`config.mk`:
```
export PLATFORM = sky130hd
export DESIGN_NAME = fpu_arbiter
export DESIGN_NICKNAME = d
export VERILOG_FILES = /design/src/rtl/fpu_arbiter.sv
export SDC_FILE = /design/constraint.sdc
export NUM_CORES = 1
export LEC_CHECK = 0
export CAP_MARGIN = 20
export CORE_UTILIZATION = 52
export DETAILED_ROUTE_END_ITERATION = 8
export PLACE_DENSITY = 0.89
export SYNTH_ARGS = -nofsm -noshare
export SYNTH_HDL_FRONTEND = slang
export SYNTH_SLANG_ARGS = --single-unit
```
`constraint.sdc`:
```
create_clock -name clock -period 5.64 [get_ports clock]
set_input_delay 0.564 -clock clock [delete_from_list [all_inputs] [get_ports clock]]
set_output_delay 0.564 -clock clock [all_outputs]
set_load 0.02 [all_outputs]
```
`src/rtl/fpu_arbiter.sv`:
```
// Two-requester round-robin front end for a shared fixed-latency FP16 datapath.
// Results return through per-requester FIFOs; credits stop a FIFO from ever overflowing.
module fpu_arbiter #(
  parameter int LAT       = 3,
  parameter int RSP_DEPTH = 2
) (
  input  logic        clock,
  input  logic        reset_L,
  input  logic        req0_valid,
  output logic        req0_ready,
  input  logic [15:0] req0_a,
  input  logic [15:0] req0_b,
  input  logic [1:0]  req0_op,
  input  logic        req1_valid,
  output logic        req1_ready,
  input  logic [15:0] req1_a,
  input  logic [15:0] req1_b,
  input  logic [1:0]  req1_op,
  output logic        dp_valid,
  output logic [15:0] dp_a,
  output logic [15:0] dp_b,
  output logic [1:0]  dp_op,
  input  logic [15:0] dp_result,
  input  logic [2:0]  dp_flags,
  output logic        rsp0_valid,
  input  logic        rsp0_ready,
  output logic [15:0] rsp0_result,
  output logic [2:0]  rsp0_flags,
  output logic        rsp1_valid,
  input  logic        rsp1_ready,
  output logic [15:0] rsp1_result,
  output logic [2:0]  rsp1_flags,
  output logic        busy
);

  localparam int PW = (RSP_DEPTH > 1) ? $clog2(RSP_DEPTH) : 1;
  localparam logic [PW-1:0] LAST_PTR = PW'(RSP_DEPTH - 1);
  localparam logic [3:0] DEPTH_L = 4'(RSP_DEPTH);

  // Handshake rule: a request transfers when valid and ready are both 1 in the
  // same cycle; a response pops when rspK_valid and rspK_ready are both 1.
  logic          rr;
  logic [1:0]    reqValid, rspReady, eligible, grant, push, pop, rspValid;
  logic [2:0]    inflight [2];
  logic [2:0]    occ [2];
  logic [PW-1:0] rdPtr [2];
  logic [PW-1:0] wrPtr [2];
  logic [18:0]   mem [2][RSP_DEPTH];
  logic [LAT-1:0] tagValid, tagId;
  logic          dpId;
  logic          issue, issueId;

  function automatic logic [PW-1:0] nextPtr(input logic [PW-1:0] p);
    return (p == LAST_PTR) ? '0 : p + 1'b1;
  endfunction

  assign reqValid = {req1_valid, req0_valid};
  assign rspReady = {rsp1_ready, rsp0_ready};

  // Credits use registered counts only, so a pop frees a slot one cycle later.
  always_comb begin
    eligible = '0;
    rspValid = '0;
    pop      = '0;
    push     = '0;
    for (int k = 0; k < 2; k++) begin
      eligible[k] = ({1'b0, inflight[k]} + {1'b0, occ[k]}) < DEPTH_L;
      rspValid[k] = (occ[k] != 3'd0);
      pop[k]      = rspValid[k] & rspReady[k];
      push[k]     = tagValid[LAT-1] & (tagId[LAT-1] == 1'(k));
    end
  end

  always_comb begin
    grant = 2'b00;
    if (reset_L) begin
      if ((reqValid & eligible) == 2'b11) grant = rr ? 2'b10 : 2'b01;
      else                                grant = reqValid & eligible;
    end
  end

  assign issue      = |grant;
  assign issueId    = grant[1];
  assign req0_ready = grant[0];
  assign req1_ready = grant[1];

  always_ff @(posedge clock or negedge reset_L) begin
    if (!reset_L) begin
      rr       <= 1'b0;
      dp_valid <= 1'b0;
      dp_a     <= '0;
      dp_b     <= '0;
      dp_op    <= '0;
      dpId     <= 1'b0;
    end else begin
      dp_valid <= issue;
      if (issue) begin
        rr    <= ~issueId;
        dpId  <= issueId;
        dp_a  <= issueId ? req1_a  : req0_a;
        dp_b  <= issueId ? req1_b  : req0_b;
        dp_op <= issueId ? req1_op : req0_op;
      end
    end
  end

  // Tag enters with dp_valid and leaves exactly when the datapath result is valid.
  always_ff @(posedge clock or negedge reset_L) begin
    if (!reset_L) begin
      tagValid <= '0;
      tagId    <= '0;
    end else begin
      tagValid[0] <= dp_valid;
      tagId[0]    <= dpId;
      for (int i = 1; i < LAT; i++) begin
        tagValid[i] <= tagValid[i-1];
        tagId[i]    <= tagId[i-1];
      end
    end
  end

  always_ff @(posedge clock or negedge reset_L) begin
    if (!reset_L) begin
      for (int k = 0; k < 2; k++) begin
        inflight[k] <= '0;
        occ[k]      <= '0;
        rdPtr[k]    <= '0;
        wrPtr[k]    <= '0;
        for (int e = 0; e < RSP_DEPTH; e++) mem[k][e] <= '0;
      end
    end else begin
      for (int k = 0; k < 2; k++) begin
        case ({grant[k], push[k]})
          2'b10:   inflight[k] <= inflight[k] + 3'd1;
          2'b01:   inflight[k] <= inflight[k] - 3'd1;
          default: inflight[k] <= inflight[k];
        endcase
        case ({push[k], pop[k]})
          2'b10:   occ[k] <= occ[k] + 3'd1;
          2'b01:   occ[k] <= occ[k] - 3'd1;
          default: occ[k] <= occ[k];
        endcase
        if (push[k]) begin
          mem[k][wrPtr[k]] <= {dp_result, dp_flags};
          wrPtr[k]         <= nextPtr(wrPtr[k]);
        end
        if (pop[k]) rdPtr[k] <= nextPtr(rdPtr[k]);
      end
    end
  end

  assign rsp0_valid                = rspValid[0];
  assign rsp1_valid                = rspValid[1];
  assign {rsp0_result, rsp0_flags} = mem[0][rdPtr[0]];
  assign {rsp1_result, rsp1_flags} = mem[1][rdPtr[1]];
  assign busy = (|tagValid) | dp_valid | (|rspValid);

endmodule

```
* Yosys cells after proc, flatten, opt, wreduce, memory -nomap -nowiden
Cells that the tools add are included.
Word-level totals: logic and storage cells 101, register bits 135, output and inout port bits 78
Cells by class: eq/ne operators 9, mux-type cells 26, bitwise logic cells 13, $add $sub $neg 14, reduce and logical (&&, ||, !) cells 11, $lt $le $gt $ge 8
Operator list (count):
- 19-bit 2-to-1 mux | 8
- 38-bit bitwise mux | 2
- 19-bit demux with 1-bit select | 2
- 16-bit 2-to-1 mux | 2
- 3-bit case mux with 2 select lines | 4
- 3-bit by 1-bit adder with 3-bit output (second input constant) | 4
- 3-bit by 1-bit subtractor with 3-bit output (second input constant) | 4
- 2-bit equality test (second input constant) | 5
- 3-bit by 3-bit adder with 4-bit output | 2
- 2-bit by 1-bit equality test with 1-bit output (second input constant) | 4
- 2-bit >= comparator (second input constant) | 4
- 4-bit by 2-bit < comparator with 1-bit output (second input constant) | 2
- 2-bit 2-to-1 mux | 4
- 1-bit inverter with 2-bit output | 4
- 2-bit nonzero test | 4
- 3-bit nonzero test | 2
- 1-bit adder (second input constant) | 4
- 1-bit bitwise AND | 4
- 2-bit by 1-bit < comparator with 1-bit output (second input constant) | 2
- 1-bit 2-to-1 mux | 4
- 2-bit OR reduction | 2
- 3-bit OR reduction | 1
- 2-bit bitwise AND | 1
- 1-bit logical AND | 2
- 2 further kinds | 4

* Depth between registers and ports, before layout
depth in word-level cells 8, depth in mapped cells 14, depth with buffers taken out 13

* Worst setup path after synthesis
OpenSTA, ideal clock, no wires.
path kind reg-to-reg, start register inflight[4] (netlist name), end register inflight[5] (netlist name), cell stages (with the launch flop) 13, data arrival time 2.742 ns, path buffers 1, path slack 2.773 ns, required time 5.515 ns, cells stage by stage dfrtp_1 > inv_1 > fa_1 > nor2_1 > a31oi_4 > a311oi_1 > buf_2 > inv_1 > ha_1 > fa_1 > xnor2_1 > nor2_1 > xor2_1
Between the ends: word-level cells in the longest chain between the ends 8, elaborated cells on any way between the ends 12, those cells by class add/sub: 3; order compare: 1; eq/ne: 3; mux: 3; bitwise: 1; reduce/logical: 1
RTL lines:
- start, declared | line 44 | logic [2:0] inflight [2];
- start signal, assigned by index | line 134 | 2'b10: inflight[k] <= inflight[k] + 3'd1;
- start signal, assigned by index | line 135 | 2'b01: inflight[k] <= inflight[k] - 3'd1;
- start signal, assigned by index | line 136 | default: inflight[k] <= inflight[k];
- 3-bit by 3-bit adder with 4-bit output (*) | line 67 | eligible[k] = ({1'b0, inflight[k]} + {1'b0, occ[k]}) < DEPTH_L;
- 4-bit by 2-bit < comparator with 1-bit output (*) | line 67
- 2-bit bitwise AND (*) | line 77, 78
- 2-bit equality test | line 77 | if ((reqValid & eligible) == 2'b11) grant = rr ? 2'b10 : 2'b01;
- 2-bit 2-to-1 mux (*) | line 77
- 2-bit 2-to-1 mux (*) | line 76 | if (reset_L) begin
- net req0_ready | line 10 | output logic req0_ready,
- 2-bit by 1-bit equality test with 1-bit output or 2-bit equality test (tied branches) | line 133 | case ({grant[k], push[k]})
- 3-bit case mux with 2 select lines or 2-bit nonzero test (tied branches)
The timed path passes the listed nets; every way through them passes the cells marked *. A chain may end at the register's enable or synchronous reset.

* Worst setup path after layout
start register inflight[1] (netlist name), end output req1_ready
Between the ends: word-level cells in the longest chain between the ends 6
RTL lines:
- 3-bit by 3-bit adder with 4-bit output (*) | line 67
- 4-bit by 2-bit < comparator with 1-bit output (*) | line 67
- 2-bit bitwise AND (*) | line 77, 78
- 2-bit equality test | line 77
- 2-bit 2-to-1 mux (*) | line 77
- 2-bit 2-to-1 mux (*) | line 76
- end, declared | line 15 | output logic req1_ready,
Mark *: on every way between the ends. The rest lies on a longest branch, timed or not.

==> qor.csv <==
stage,metric,value,unit
run_status,outcome,finished clean,
finish,fraction of layout cells with a size suffix above 1,0.243,
yosys,"count leader, synth",dfrtp_1,
power_and_ir_drop,Lkg Pwr,0.00363,uW
yosys,Mean Syn Cell Area,13.3,sq um
worst_setup_path,Worst R2R Path Depth,12,
yosys,largest family of logic cells by synthesized area,multiplexers,
worst_setup_path,CP startpoint kind,flip-flop,
worst_setup_path,R2R Path Start,inflight[1],
yosys,post-synthesis simple-gate area fraction,0.0822,
worst_setup_path,WP data arrival,3280,ps
power_and_ir_drop,sw power,1960,uW
clock_tree,Post-CTS Setup Bufs,0,
power_and_ir_drop,Pint,3680,uW
drt,initial DRC count,220,
floorplanning,die height,111,um
yosys,Synth Area in Compound Gates,0.0676,
sta,Final min period,3840,ps
worst_setup_path,Top delay family on crit path,buffers and inverters,
yosys,share of the synthesized area in the top cell type,0.548,
floorplanning,Rows,39,
finish,Sequential cell area,3380,sq um
finish,synth-to-layout area growth,39.7,%
yosys,Post-Synth XOR/XNOR Area,0.0213,
clock_tree,post-CTS sizing,0,
yosys,largest cells by area after synthesis,"dfrtp_1, mux2_2, a221o_1",
finish,number of antenna cells inserted,0,
power_and_ir_drop,clock power share,0.220,
floorplanning,I/O pin total,171,
global_routing,vias in the first global route,4733,
yosys,number of distinct library cells after synthesis,40,
clock_tree,Clock Path Buffers,2,
yosys,Yosys reg bits,135,
finish,multi-input combinational cell area,2600,sq um
drt,vias per cell,5.58,
power_and_ir_drop,Max VDD drop,0.000426,V
floorplanning,core area,11500,sq um
power_and_ir_drop,register share of total power,0.321,
yosys,Post-Synthesis Cells,465,
yosys,Main synth FF type,dfrtp_1,
drt,DR vias,4407,
worst_setup_path,worst reg2reg setup slack,2320,ps
clock_tree,register clock-pin slew on the reported worst setup and hold paths,60,ps
worst_setup_path,WP buf/inv,3,
yosys,syn_nets,572,
clock_tree,CTS Sinks,135,
yosys,Syn. warnings,0,
sta,Worst-Margin Slew,1050,ps
finish,Final Net Count,741,
sta,period utilization,0.681,
worst_setup_path,RR Endpoint,inflight[1],
worst_setup_path,CP max stage cell,clkdlybuf4s50_1,
drt,DR WL/cell,18.2,um
worst_setup_path,cell mode on critical path,nor2_1,
sta,unrepaired setup endpoints after global routing,false,
yosys,Adder-Cell Fraction of Synth Area,0.0357,
worst_setup_path,CP Max Fanout,21,
sta,setup TNS,0,ps
hold_path,HP Class,primary input to asynchronous set/reset pin,
placed_design,GP Congestion,0.822,
global_routing,initial antenna violation count,0,
global_routing,grt total ovfl,0,
floorplanning,Initial Utilization,0.537,
flow_run,max cap viols,0,
power_and_ir_drop,power per cell area,654,nW/um^2
sta,Clock Skews,5.22,ps
yosys,cell taking the most area after synthesis,dfrtp_1,
worst_setup_path,crit-path max cell delay,650,ps
sta,final slew viol count,0,
clock_tree,CTS H-tree lvls,4,
sta,"Hold Vio Cnt, Final",0,
placed_design,DPL Wire Length,9950,um
clock_tree,CTS Root Cell,clkbuf_16,
placed_design,Buffers on Ports,170,
clock_tree,TritonCTS clock tree,yes,
clock_tree,post-cts hold buffer count,0,
yosys,"Cell Area, Synth",6160,sq um
worst_setup_path,required time of the critical path,5080,ps
global_routing,global-route wire length before repair,23900,um
clock_tree,CTS buffer count,17,
clock_tree,worst skew pair latency,410,ps
drt,Routed WL,14300,um
yosys,multiplexer share of the synthesized area,0.213,
drt,DRC,0,
drt,Routed Antenna Nets,0,
yosys,Post-synth top cells,"dfrtp_1, mux2_2, and2_1",
global_routing,Total GRT Usage,0.249,
finish,fill count,755,
yosys,"Seq/Total Area, Yosys",0.548,
power_and_ir_drop,switching portion of total power,0.347,
global_routing,largest net degree at the start of global routing,74,
sta,Slew headroom,0.298,
floorplanning,Die X,111,um
drt,Pre-antenna DRT Iters,5,
floorplanning,Die ar.,12300,sq um
power_and_ir_drop,Comb power frac,0.459,
worst_setup_path,Worst Setup End Kind,output port,
yosys,Post-synth EDFFs,0,
placed_design,Post-Place Setup Slack,2220,ps
yosys,asr flop ratio synth,1.00,
sta,fmax,0.260,GHz
worst_setup_path,Setup CP Type,flip-flop to output port,
sta,final setup vio count,0,
worst_setup_path,CP cell instances,inv_1 -> fa_1 -> nand2_1 -> nor2_1 -> nand3_1 -> nor2_1 -> buf_4 -> clkdlybuf4s50_1,
sta,final worst slack,1800,ps
kinds of logic after synthesis:
kind of cell	after synthesis
buf+inv	39
compound gates	56
flops	135
fa+ha+maj	14
simple gates	89
mux	117
xor+xnor	15
worst register-to-register path: stages, from the launching register on:
cell	delay (ps)
dfrtp_1	380
inv_1	110
fa_1	550
nand2_1	50
nor2_1	190
nand3_1	440
nor2_1	230
buf_4	270
inv_1	90
ha_1	220
inv_1	80
fa_1	400
o21ai_0	220
metal layers:
metal	GRT usage	vias up	share of wire
met1	0.316	2203	0.42
met5	0	-	0
li1	-	2016	-
met2	0.421	177	0.51
met3	0.0590	11	0.059
met4	0.0809	0	0.011
sequential cells by signal (all words and copies together) (netlist names):
signal,flops
mem,76
dpId,1
dp_valid,1
tagValid,3
wrPtr,2
tagId,3
dp_a,16
dp_b,16
inflight,6
dp_op,2
rdPtr,2
rr,1
occ,6
cells in the final DEF, fill, tap and decap left out, drive strengths merged, types with 17 or more instances in the layout:
cell type      Yosys  final
a221o             18     18
a31oi             17     17
and2              20     20
clkbuf            13     23
clkdlybuf4s50      0    169
dfrtp            135    135
mux2             115    115
nand3             19     19
nor3              17     17
o21ai             17     17
through the flow:
stage	hold slack, ps	instance area [sq um]	utilization	instances	total power [uW]
floorplan	268	6160	-	465	3340
global placement	338	7950	0.693	758	4260
detailed placement	342	7950	0.693	758	4400
CTS	139	8610	0.751	790	5670
global route	176	8610	0.751	790	5940
finish	131	8610	0.751	790	5630
worst max-delay path by stage:
stage	startpoint	endpoint	slack (ps)	cells past startpoint
floorplan	inflight[4]	inflight[5]	2770	12
global placement	req1_valid	req1_ready	2240	7
detailed placement	req1_valid	req1_ready	2220	7
CTS	inflight[1]	req1_ready	1800	8
global route	inflight[1]	req1_ready	1580	8
finish	inflight[1]	req1_ready	1800	8
cell type report:
cell class | instances | area share
timing repair buffer | 174 | 0.201
clock buffer | 23 | 0.0544
sequential | 135 | 0.392
multi-input combinational | 291 | 0.302
clock inverter | 9 | 0.0227
tap | 143 | 0.0208
inverter | 15 | 0.00683
power by group through the flow:
stage	registers, uW	clock network [uW]	logic (uW)
2_1_floorplan	1810	0	1540
3_3_place_gp	1770	0	2500
3_5_place_dp	1800	0	2590
4_1_cts	1810	1250	2610
5_1_grt	1870	1300	2770
6_report	1810	1240	2590
No activity file was read; power rests on OpenSTA's default activity.
